File: config.mk
export PLATFORM = sky130hd
export DESIGN_NAME = stochastic_adder
export DESIGN_NICKNAME = d
export VERILOG_FILES = /design/src/rtl/stochastic_adder.sv
export SDC_FILE = /design/constraint.sdc
export NUM_CORES = 1
export LEC_CHECK = 0
export CAP_MARGIN = 20
export CORE_ASPECT_RATIO = 0.8
export CORE_MARGIN = 2
export CORE_UTILIZATION = 55
export DETAILED_ROUTE_END_ITERATION = 12
export DONT_BUFFER_PORTS = 1
export GPL_TIMING_DRIVEN = 0
export PLACE_DENSITY_LB_ADDON = 0.25
export SLEW_MARGIN = 20
export SYNTH_ARGS = -nofsm -noshare
export SYNTH_HDL_FRONTEND = slang
export SYNTH_SLANG_ARGS = --single-unit
File: constraint.sdc
create_clock -name clk -period 3.7 [get_ports clk]
set_input_delay 0.74 -clock clk [delete_from_list [all_inputs] [get_ports clk]]
set_output_delay 0.74 -clock clk [all_outputs]
set_load 0.03 [all_outputs]
File: src/rtl/stochastic_adder.sv
`default_nettype none
// ============================================================================
// Module      : stochastic_adder
// Description : Scaled stochastic-computing adder for unipolar bitstreams.
//               y multiplexes a or b under a select bit, so P(y) equals
//               (P(a)+P(b))/2 for a 0.5-probability select. A clocked back
//               end counts the ones in y over each BIT_LENGTH-bit stream and
//               reports the count.
// Ports       : clk, rst        - clock, synchronous active-high reset
//               a, b            - operand bitstream bits
//               rand_bit        - external select bit
//               sel_mode        - 0: select = rand_bit, 1: select = lfsr[0]
//               en              - consume the current bit on this edge
//               clear           - abort the stream, zero the accumulation
//               y               - combinational sum bit
//               ones_count      - ones in y over the last completed stream
//               done            - one-cycle pulse when ones_count updates
//               bit_idx         - index of the next bit within the stream
// Revision    : 1.0 - initial release
// ============================================================================
module stochastic_adder #(
  parameter int          BIT_LENGTH = 128,
  parameter int          CNT_W      = $clog2(BIT_LENGTH + 1),
  parameter logic [15:0] LFSR_SEED  = 16'hACE1
) (
  input  logic             clk,
  input  logic             rst,
  input  logic             a,
  input  logic             b,
  input  logic             rand_bit,
  input  logic             sel_mode,
  input  logic             en,
  input  logic             clear,
  output logic             y,
  output logic [CNT_W-1:0] ones_count,
  output logic             done,
  output logic [CNT_W-1:0] bit_idx
);

  // An all-zero LFSR would lock up, so a zero seed is replaced.
  localparam logic [15:0]      SEED_EFF = (LFSR_SEED == 16'h0000) ? 16'hACE1 : LFSR_SEED;
  localparam logic [CNT_W-1:0] LAST_IDX = CNT_W'(BIT_LENGTH - 1);

  logic [15:0]      lfsr_q, lfsr_d;
  logic [CNT_W-1:0] acc_q, acc_d;
  logic [CNT_W-1:0] idx_q, idx_d;
  logic [CNT_W-1:0] ones_q, ones_d;
  logic             done_q, done_d;

  logic             sel;
  logic             lfsr_fb;
  logic [CNT_W-1:0] y_ext;

  // Select and sum bit: purely combinational, independent of clk/en/rst.
  always_comb begin
    sel = sel_mode ? lfsr_q[0] : rand_bit;
    y   = sel ? a : b;
  end

  always_comb begin
    // Taps x^16 + x^14 + x^13 + x^11 + 1 map to bits 15, 13, 12, 10.
    lfsr_fb = lfsr_q[15] ^ lfsr_q[13] ^ lfsr_q[12] ^ lfsr_q[10];
    y_ext   = {{(CNT_W-1){1'b0}}, y};

    lfsr_d = lfsr_q;
    acc_d  = acc_q;
    idx_d  = idx_q;
    ones_d = ones_q;
    done_d = 1'b0;

    // The LFSR advances with every consumed bit, clear or not.
    if (en) begin
      lfsr_d = {lfsr_q[14:0], lfsr_fb};
    end

    if (clear) begin
      // clear dominates a coincident last bit: no count, no pulse.
      acc_d = '0;
      idx_d = '0;
    end else if (en) begin
      if (idx_q == LAST_IDX) begin
        // acc holds at most BIT_LENGTH-1 here, so the sum fits CNT_W.
        ones_d = acc_q + y_ext;
        done_d = 1'b1;
        acc_d  = '0;
        idx_d  = '0;
      end else begin
        acc_d = acc_q + y_ext;
        idx_d = idx_q + 1'b1;
      end
    end
  end

  always_ff @(posedge clk) begin
    if (rst) begin
      lfsr_q <= SEED_EFF;
      acc_q  <= '0;
      idx_q  <= '0;
      ones_q <= '0;
      done_q <= 1'b0;
    end else begin
      lfsr_q <= lfsr_d;
      acc_q  <= acc_d;
      idx_q  <= idx_d;
      ones_q <= ones_d;
      done_q <= done_d;
    end
  end

  always_comb begin
    ones_count = ones_q;
    done       = done_q;
    bit_idx    = idx_q;
  end

endmodule
`default_nettype wire

* Word level (Yosys, flattened, before mapping)
Index checks and enable logic that the tools add are counted.
** Storage, ports and cells
- Input bits :: 8
- Logic and storage cells :: 21
- Output and inout port bits :: 18
- Bits in registers :: 41
** Operators by class
- Equality and inequality tests :: 1
- Bitwise logic cells :: 5
- Mux-type cells :: 5
- Reductions and logical operators :: 3
- Add/subtract/negate cells :: 2
** Operators with widths (count)
- 8-bit two-way mux :: 2
- 8-bit by 1-bit adder with 8-bit output :: 1
- 8-bit by 1-bit adder with 8-bit output, second input constant :: 1
- 8-bit by 7-bit equality test with 1-bit output, second input constant :: 1
- 1-bit two-way mux :: 3
- 3-bit AND reduction :: 1
- 3-bit OR reduction :: 1
- 1-bit XOR :: 3
- 1-bit NOT :: 2
- 2-bit OR reduction :: 1

* Longest topological paths before layout
- Word-level depth :: 4
- Depth in mapped cells :: 8
- Gate-level depth less buffers :: 8

* Worst setup path after synthesis
OpenSTA, ideal clock, no wires.
- Path type :: in2reg
- From :: in sel_mode
- To :: reg acc_q[4]
- Setup time :: 0.128 ns
- Stages on the path :: 8
- Arrival time :: 2.307 ns
- Path buffers :: 0
- Data required time :: 3.572 ns
- Setup slack :: 1.265 ns
- Path through :: mux2i_1 mux2_2 ha_1 ha_1 nand3_1 xor2_1 a2bb2oi_1 nor2_1
** Between the ends
- Longest elaborated chain between the ends :: 4
** Ends and longest elaborated chain
- start: declaration :: RTL line 31 : input logic sel_mode,
- 1-bit two-way mux :: RTL line 56 : sel = sel_mode ? lfsr_q[0] : rand_bit;
- 1-bit two-way mux :: RTL line 57 : y = sel ? a : b;
- via y :: RTL line 34 : output logic y,
- 8-bit by 1-bit adder with 8-bit output :: RTL line 88 : acc_d = acc_q + y_ext;
- 8-bit two-way mux :: RTL line 81 : if (idx_q == LAST_IDX) begin
- end signal: assignment :: RTL line 97 : acc_q <= '0;
- end signal: assignment :: RTL line 103 : acc_q <= acc_d;
- end: declaration :: RTL line 45 : logic [CNT_W-1:0] acc_q, acc_d;
The timed path passes the listed nets, and every way through them passes these cells.
A chain may end at the register's enable or synchronous reset.

* Worst setup path in the final report
Same ends and word-level chain as after synthesis.

==> impl_metrics.yaml <==
global_route:
  grt_overflow: 0
  grt_antenna_before_repair: 0
  pin_count_of_the_biggest_net_entering_global_routing: 12
  grt_first_pass_wirelength_microns: 5310
  vias_in_the_first_global_route: 1130
  grtUsageTotal: 0.204
die:
  initial_utilization: 0.570
  ios: 26
  std_cell_rows: 18
  core_area_sq_um: 3040
  chipHeight_microns: 54.2
  die_w_microns: 66.7
  die_area_sq_um: 3620
final_layout:
  final_net_count: 194
  n_fill_cell: 264
  n_antenna_cell: 0
  seqCellArea_sq_um: 821
  drive_gt1_frac: 0.109
  syn_to_final_growth_pct: 7.88
  multi_input_area_sq_um: 863
synth:
  instance_count_of_the_mapped_netlist: 176
  synth.cell_area_sq_um: 1730
  yosysSeqAreaShare: 0.474
  synth-edff-count: 0
  ys_async_sr_fraction: 0
  synth_seq_cells: 41
  post_synth_num_cell_types: 38
  synthesized_area_divided_by_synthesized_cell_count_sq_um: 9.84
  synthesis.yosys.warnings: 0
  synthFlopType: "dfxtp_1"
  synth_nets: 187
timing:
  final_critical_path_setup_slack_ns: 1.28
  grt_setup_unrepaired: "false"
  clock-skew-final_ns: 0.00664
  final.setup.tns_ns: 0
  setup_viol: 0
  max_clock_freq_mhz: 413
  period_needed_ns: 2.42
  report.final.hold_viol_count: 0
  worstMarginPinSlew_ns: 0.530
  drv_slew: 0
  timing.slew.headroom: 0.646
  layout_worst_path_cycle_share: 0.655
cts:
  cts-buffers-inserted: 5
  cts-root-to-sink-buffers: 2
  ctsHoldBuffers: 0
  tritoncts_clock_tree: "done"
  worst_setup_hold_path_clk_slew_ns: 0.07
  cts.sink_count: 41
  post_cts_setup_buffers: 0
  clkLatencyLatePin_ns: 0.29
  h_tree_depth: 2
  clockRootBuffer: "clkbuf_8"
  post_cts_resize_count: 0
outcome:
  run_status: "completed"
worst_setup_path:
  worst-path-max-fanout: 5
  critical_path.reg2reg.startpoint: "lfsr_q[0]"
  crit_path_top_delay_cell: "mux2_2"
  worstSetupStartpoint: "sel_mode"
  worst_setup_path_end_kind: "flop"
  classification_of_the_worst_setup_path: "primary input to flop"
  worst_ep_required_time_ns: 3.88
  worst_path_most_repeated_cell: "ha_1"
  critical_path_arrival_ns: 2.60
  crit_family: "multiplexers"
  crit_path_max_incr_delay_ns: 0.47
  path_cells: "mux2i_1, mux2_2, ha_1, ha_1, nand3_1, xor2_1, a2bb2oi_1, nor2_1"
  worstSetupStartpointType: "primary input"
  critical_path.n_buffers_inverters: 0
  reg2reg_setup_slack_ns: 1.42
min_path:
  hold_path.startpoint: "lfsr_q[11]"
  hp-class: "flop to flop"
power:
  clock_power_share: 0.359
  static-leakage-power_nw: 0.688
  overall_power_of_the_completed_layout_w: 0.000815
  switching_share: 0.230
  power_report.internal_total_w: 0.000628
  power.ir.vdd_worst_mv: 0.301
  pwr-share-seq: 0.570
  power_switching_w: 0.000187
  power.density_nw_per_um2: 437
  comb_power_share: 0.071
flow_run:
  timing.max_cap.violations: 0
place:
  io_port_bufs: 0
  dp.final_hpwl_microns: 2450
  post-place-ws_ns: 0.934
  final_estimated_routing_congestion_in_global_placement: 0.767
routing:
  dr_pass1_iterations: 4
  vias_per_cell: 5.67
  wirelength_microns: 3340
  drt-wirelength-per-cell_microns: 15.0
  final_antenna_net_count: 0
  detailroute.via_count: 1265
  drc_marker_count_from_the_first_detailed_route_iteration: 126
  drc_errors: 0
==> through the flow <==
stage | area (sq um) | util | hold slack, ns | cells
floorplan | 1730 | - | 0.431 | 176
global placement | 1780 | 0.586 | 0.445 | 216
detailed placement | 1780 | 0.586 | 0.458 | 216
CTS | 1870 | 0.614 | 0.475 | 223
global route | 1870 | 0.614 | 0.492 | 223
finish | 1870 | 0.614 | 0.470 | 223
==> worst reg2reg max path: stages, from the launching register on <==
cell	delay [ns]
dfxtp_1	0.33
mux2i_1	0.23
mux2_2	0.47
ha_1	0.23
ha_1	0.25
nand3_1	0.12
xor2_1	0.27
a2bb2oi_1	0.21
nor2_1	0.05
==> path summary, 6_finish.rpt <==
kind | cells past startpoint | endpoint
hold reg to reg | 1 | lfsr_q[11]
hold / removal | 1 | lfsr_q[11]
setup reg to reg | 8 | acc_q[4]
setup / recovery | 8 | acc_q[4]
==> power groups by stage <==
stage	clock network [W]	registers, W	logic (W)
floorplan	0	0.000473	0.0000479
detailed placement	0	0.000475	0.0000578
CTS	0.000295	0.000465	0.0000582
global route	0.000315	0.000467	0.0000639
finish	0.000293	0.000465	0.0000575
global placement	0	0.000475	0.0000562
==> synthesized netlist by cell type (5+ instances only) <==
| cell type | instances | area [sq um] |
|---|---|---|
| nand2_1 | 8 | 30.0 |
| o21ai_0 | 8 | 40.0 |
| xnor2_1 | 6 | 52.6 |
| a211o_1 | 8 | 70.1 |
| mux2i_1 | 13 | 130 |
| and2_1 | 6 | 37.5 |
| nand3_1 | 5 | 25.0 |
| xor2_1 | 5 | 43.8 |
| clkbuf_1 | 6 | 22.5 |
| nor2_1 | 29 | 109 |
| dfxtp_1 | 41 | 821 |
==> layout make-up <==
cell class,instances,share of cell area
Clock buffer,7,0.0462
Tap cell,40,0.0268
Multi-Input combinational cell,125,0.462
Buffer,9,0.0234
Sequential cell,41,0.439
Inverter,1,0.00201
==> metal layers <==
layer | part of all wire | wire length, microns | global-route usage | up-vias
li1 | - | - | - | 635
met1 | 0.45 | 1500 | 0.256 | 601
met2 | 0.49 | 1620 | 0.317 | 21
met3 | 0.038 | 126 | 0.0649 | 8
met4 | 0.025 | 85 | 0.105 | 0
met5 | 0 | 0 | 0 | -
==> cell usage in the layout (no fill, tap or decap), types with 2 or more instances in the layout <==
| master | instances |
|---|---|
| or3_1 | 2 |
| clkbuf_8 | 6 |
| xnor2_1 | 6 |
| a211oi_2 | 4 |
| and2_1 | 6 |
| nor2_1 | 29 |
| o21ai_0 | 8 |
| clkbuf_1 | 7 |
| dfxtp_1 | 41 |
| a22oi_1 | 2 |
| buf_2 | 2 |
| mux2i_1 | 13 |
| nand2_1 | 8 |
| a211o_1 | 8 |
| ha_1 | 3 |
| nand4_1 | 2 |
| or2_2 | 2 |
| xor2_1 | 5 |
| nor3_1 | 2 |
| a21oi_1 | 4 |
| nand3_1 | 5 |
==> registers in the layout (all words and copies together), names as in the netlist <==
name and count:
acc_q 8, done 1, bit_idx 8, ones_count 8, lfsr_q 16
==> cell families (layout without fill, tap and decap cells) <==
logic type,Yosys count,count (layout),share of synthesized area
and+or+nand+nor,63,63,0.189
buffers and inverters,10,17,0.0275
xor gates and xnor gates,11,11,0.0556
muxes,14,14,0.0816
DFF,41,41,0.474
AOI/OAI and AO/OA,34,34,0.150
adders and majority gates,3,3,0.0217
No activity file was read; power rests on OpenSTA's default activity.
==> RTL change 1 (same settings) <==
`BIT_LENGTH`: 128 -> 64.
--- a/src/rtl/stochastic_adder.sv
+++ b/src/rtl/stochastic_adder.sv
@@ -19,7 +19,7 @@
 // Revision    : 1.0 - initial release
 // ============================================================================
 module stochastic_adder #(
-  parameter int          BIT_LENGTH = 128,
+  parameter int          BIT_LENGTH = 64,
   parameter int          CNT_W      = $clog2(BIT_LENGTH + 1),
   parameter logic [15:0] LFSR_SEED  = 16'hACE1
 ) (
Ports: changed (resized bit_idx and ones_count); port bits go from 26 to 24. The function was not compared with the original's and may differ.
==> RTL change 1 against the original RTL <==
Routed wire length is 4.1% higher. Power is 14% higher. Hold slack better by 0.012 ns. Synthesized area is 5.1% lower. Sequential cell count is 3 lower. Final area is 1.9% lower. Worst setup slack better by 0.17 ns. Count of clock-buffer cells in the layout is 1 lower.
==> RTL change 1: results (changes against the original RTL) <==
The routing usage on met1 came out at 0.2806 (+0.02486). The multi-input combinational area share is 0.4526 (-0.009598). The number of global-route vias before repair was 1,209 (+7.0%).

The final-layout non-clock buffer area share was 0.02253 (-0.0009172). The aggregate global-route resource usage is 0.2272 (+0.02332). The half-perimeter wire length after detailed placement is 2468 um (+0.69%).

The multi-input combinational cell count came out at 123 (-1.6%). The setup slack of the worst register-to-register path is 1.51 ns (+0.09 ns). The clock tree buffer count of the final layout is 6 (-1). The placer congestion estimate came out at 0.8322 (+8.6%). After synthesis, the most frequently instantiated cells are sky130_fd_sc_hd__dfxtp_1 (38), sky130_fd_sc_hd__mux2i_1 (17), sky130_fd_sc_hd__nor2_1 (14).

The routed metal-1 wire length is 1594 um (+6.2%). The worst clock skew is 0.007484 ns (+0.0008442 ns). The placed cell count was 211 (-2.3%).

The pre-CTS setup slack is 1.162 ns (+0.2279 ns). The number of DRC violations after detailed-routing iteration 0 came out at 63 (-50%). The met2 usage in global routing came out at 0.3694 (+0.05275). The part of the total power dissipated in combinational logic was 0.063 (-0.008).

The kind of cell with the highest combined delay along the critical path is adder cells. The worst hold margin came to 0.4826 ns (+0.01230 ns). The leakage component of the power is 0.6699 nW (-2.6%). The internal power contribution came out at 0.7341 mW (+17%). The run finished with clean final reports. The number of vias after detailed routing is 1,329 (+5.1%). The synthesized net count is 184 (-1.6%). In the post-synthesis netlist, the biggest area contributors are sky130_fd_sc_hd__dfxtp_1 (46%), sky130_fd_sc_hd__mux2i_1 (10%), sky130_fd_sc_hd__nor2_1 (3.2%). The fraction of the yosys area taken by sequential cells is 0.4631 (-0.01093). The mean instance size in the synthesized netlist is 9.496 um2 (-3.5%).

The endpoint arrival time on the critical path came out at 2.45 ns (-0.15 ns). The normalized max-slew margin is 0.5461 (-0.1001). The worst hold path terminates at acc_q[0]. The worst-case reg-to-reg path depth came out at 7 (-1). The power per cell area came out at 506.3 nW/um2 (+16%). The count of different cell masters after synthesis is 36 (-5.3%). The relative area change from synthesis to final layout came out at 11.58%.
-- RTL change 1: logic make-up (layout without fill, tap and decap cells) --
kind of cell | count (synthesis) | after routing | synth area share
compound gates | 35 | 35 | 0.1356
mux | 18 | 18 | 0.1104
buf+inv | 12 | 20 | 0.03198
flops | 38 | 38 | 0.4631
simple gates | 57 | 57 | 0.1828
xor+xnor | 10 | 10 | 0.05331
fa+ha+maj | 3 | 3 | 0.02285
-- RTL change 1: worst max path at each step --
| stage | startpoint | end | slack (ns) | depth (start not counted) |
|---|---|---|---|---|
| 3_3_place_gp | sel_mode | ones_count[6] | 1.22 | 7 |
| 2_1_floorplan | sel_mode | acc_q[6] | 1.34 | 7 |
| 6_report | sel_mode | ones_count[6] | 1.45 | 7 |
| 5_1_grt | sel_mode | ones_count[6] | 1.33 | 7 |
| 3_5_place_dp | sel_mode | ones_count[6] | 1.16 | 7 |
| 4_1_cts | sel_mode | ones_count[6] | 1.46 | 7 |
==> RTL change 2 (same flow settings) <==
Without the edit above. One comparison of `idx_q` changes from == to >=.
--- a/src/rtl/stochastic_adder.sv
+++ b/src/rtl/stochastic_adder.sv
@@ -78,7 +78,7 @@
       acc_d = '0;
       idx_d = '0;
     end else if (en) begin
-      if (idx_q == LAST_IDX) begin
+      if (idx_q >= LAST_IDX) begin
         // acc holds at most BIT_LENGTH-1 here, so the sum fits CNT_W.
         ones_d = acc_q + y_ext;
         done_d = 1'b1;
Function: same outputs for any inputs over 10 cycles, from zero or initial values and one cycle with rst high; that may be too few to reach the edited logic, so the function may still have changed.
==> RTL change 2 against the original RTL <==
Routed wire length up 10%. Sequential cell count unchanged. Critical path depth unchanged. Worst setup slack better by 0.070 ns. Clock skew up 0.00063 ns. Power up 3.7%. Synthesized cell count up 4.5%. Global-route usage up 1.9 points. Synthesized area up 2.5%. Maximum frequency up 3.0%. Non-clock buffer count up 1. Final area up 3.1%. Hold slack better by 0.0044 ns. Sequential power about the same. Critical endpoint is now acc_q[6].
==> RTL change 2: results (changes against the original RTL) <==
The placer congestion estimate is 0.8075 (+5.3%). The fraction of the yosys area taken by sequential cells is 0.4623 (-0.01169). The leakage component of the power is 0.7061 nW (+2.6%). Sorting the synthesized cells by how often they occur yields sky130_fd_sc_hd__dfxtp_1 (41), sky130_fd_sc_hd__nor2_1 (27), sky130_fd_sc_hd__mux2i_1 (11), sky130_fd_sc_hd__nand2_1 (11), sky130_fd_sc_hd__nand3_1 (11). The multi-input combinational cell count is 130 (+4.0%). The switching component of the power was 0.1978 mW (+5.5%). The pre-CTS setup slack was 1.048 ns (+0.1143 ns). The number of fill cells is 273 (+3.4%). The number of signal-net inverters in the final layout came out at 3 (+2). The sequential group share of total power is 0.549 (-0.021). The endpoint arrival time on the critical path came to 2.53 ns (-0.07 ns).

The first-pass GRT wire length came out at 5871 um (+11%). The fraction of layout instances using a drive strength above 1 is 0.1146 (+0.005294). The number of DRC violations after detailed-routing iteration 0 came out at 72 (-43%). After synthesis, the cell types taking the most area are sky130_fd_sc_hd__dfxtp_1 (46%), sky130_fd_sc_hd__mux2i_1 (6.2%), sky130_fd_sc_hd__nor2_1 (5.7%). The worst-case vdd ir drop is 0.2788 mV (-7.3%). The multi-input logic area is 892.1 um2 (+3.3%). The largest delay contributor family on the critical path is adder cells.

The number of vias after detailed routing was 1,355 (+7.1%). The internal power contribution was 0.6481 mW (+3.2%). The number of global-route vias before repair is 1,245 (+10%).

The share of cell area taken by muxes after synthesis came out at 0.06836 (-0.01329). The half-perimeter wire length after detailed placement is 2622 um (+6.9%). The flow ran to the end, and the final reports show no timing, DRC or antenna violations. The highest-delay cell along the critical path is sky130_fd_sc_hd__or3_1. The worst clock skew is 0.007270 ns (+0.0006310 ns). The aggregate global-route resource usage is 0.2225 (+0.01860).

The stage delay of the slowest cell on the critical path came to 0.36 ns (-0.11 ns). The detailed-route wire length per cell came out at 15.81 um (+5.7%). The clock buffer and inverter area fraction after layout is 0.05260 (+0.006382).
-- RTL change 2: path summary, 6_finish.rpt --
kind | from | end | slack, ns | cells after the start
setup / recovery | sel_mode | acc_q[6] | 1.35 | 8
hold / removal | lfsr_q[6] | lfsr_q[6] | 0.47 | 1
setup reg to reg | lfsr_q[0] | acc_q[6] | 1.48 | 8
hold reg to reg | lfsr_q[6] | lfsr_q[6] | 0.47 | 1
-- RTL change 2: layer usage --
layer	share of wire	vias up	GRT usage	wire length (um)
li1	-	658	-	-
met1	0.46	645	0.2864	1677
met2	0.46	47	0.3382	1685
met3	0.071	5	0.09259	262
met4	0.011	0	0.07143	41
met5	0	-	0	0
-- RTL change 2: per-stage QoR --
stage	hold slack, ns	instances	area [um2]
finish	0.4747	232	1927
global placement	0.4405	224	1826
floorplan	0.4314	184	1775
global route	0.4976	232	1927
CTS	0.4826	232	1927
detailed placement	0.4606	224	1826
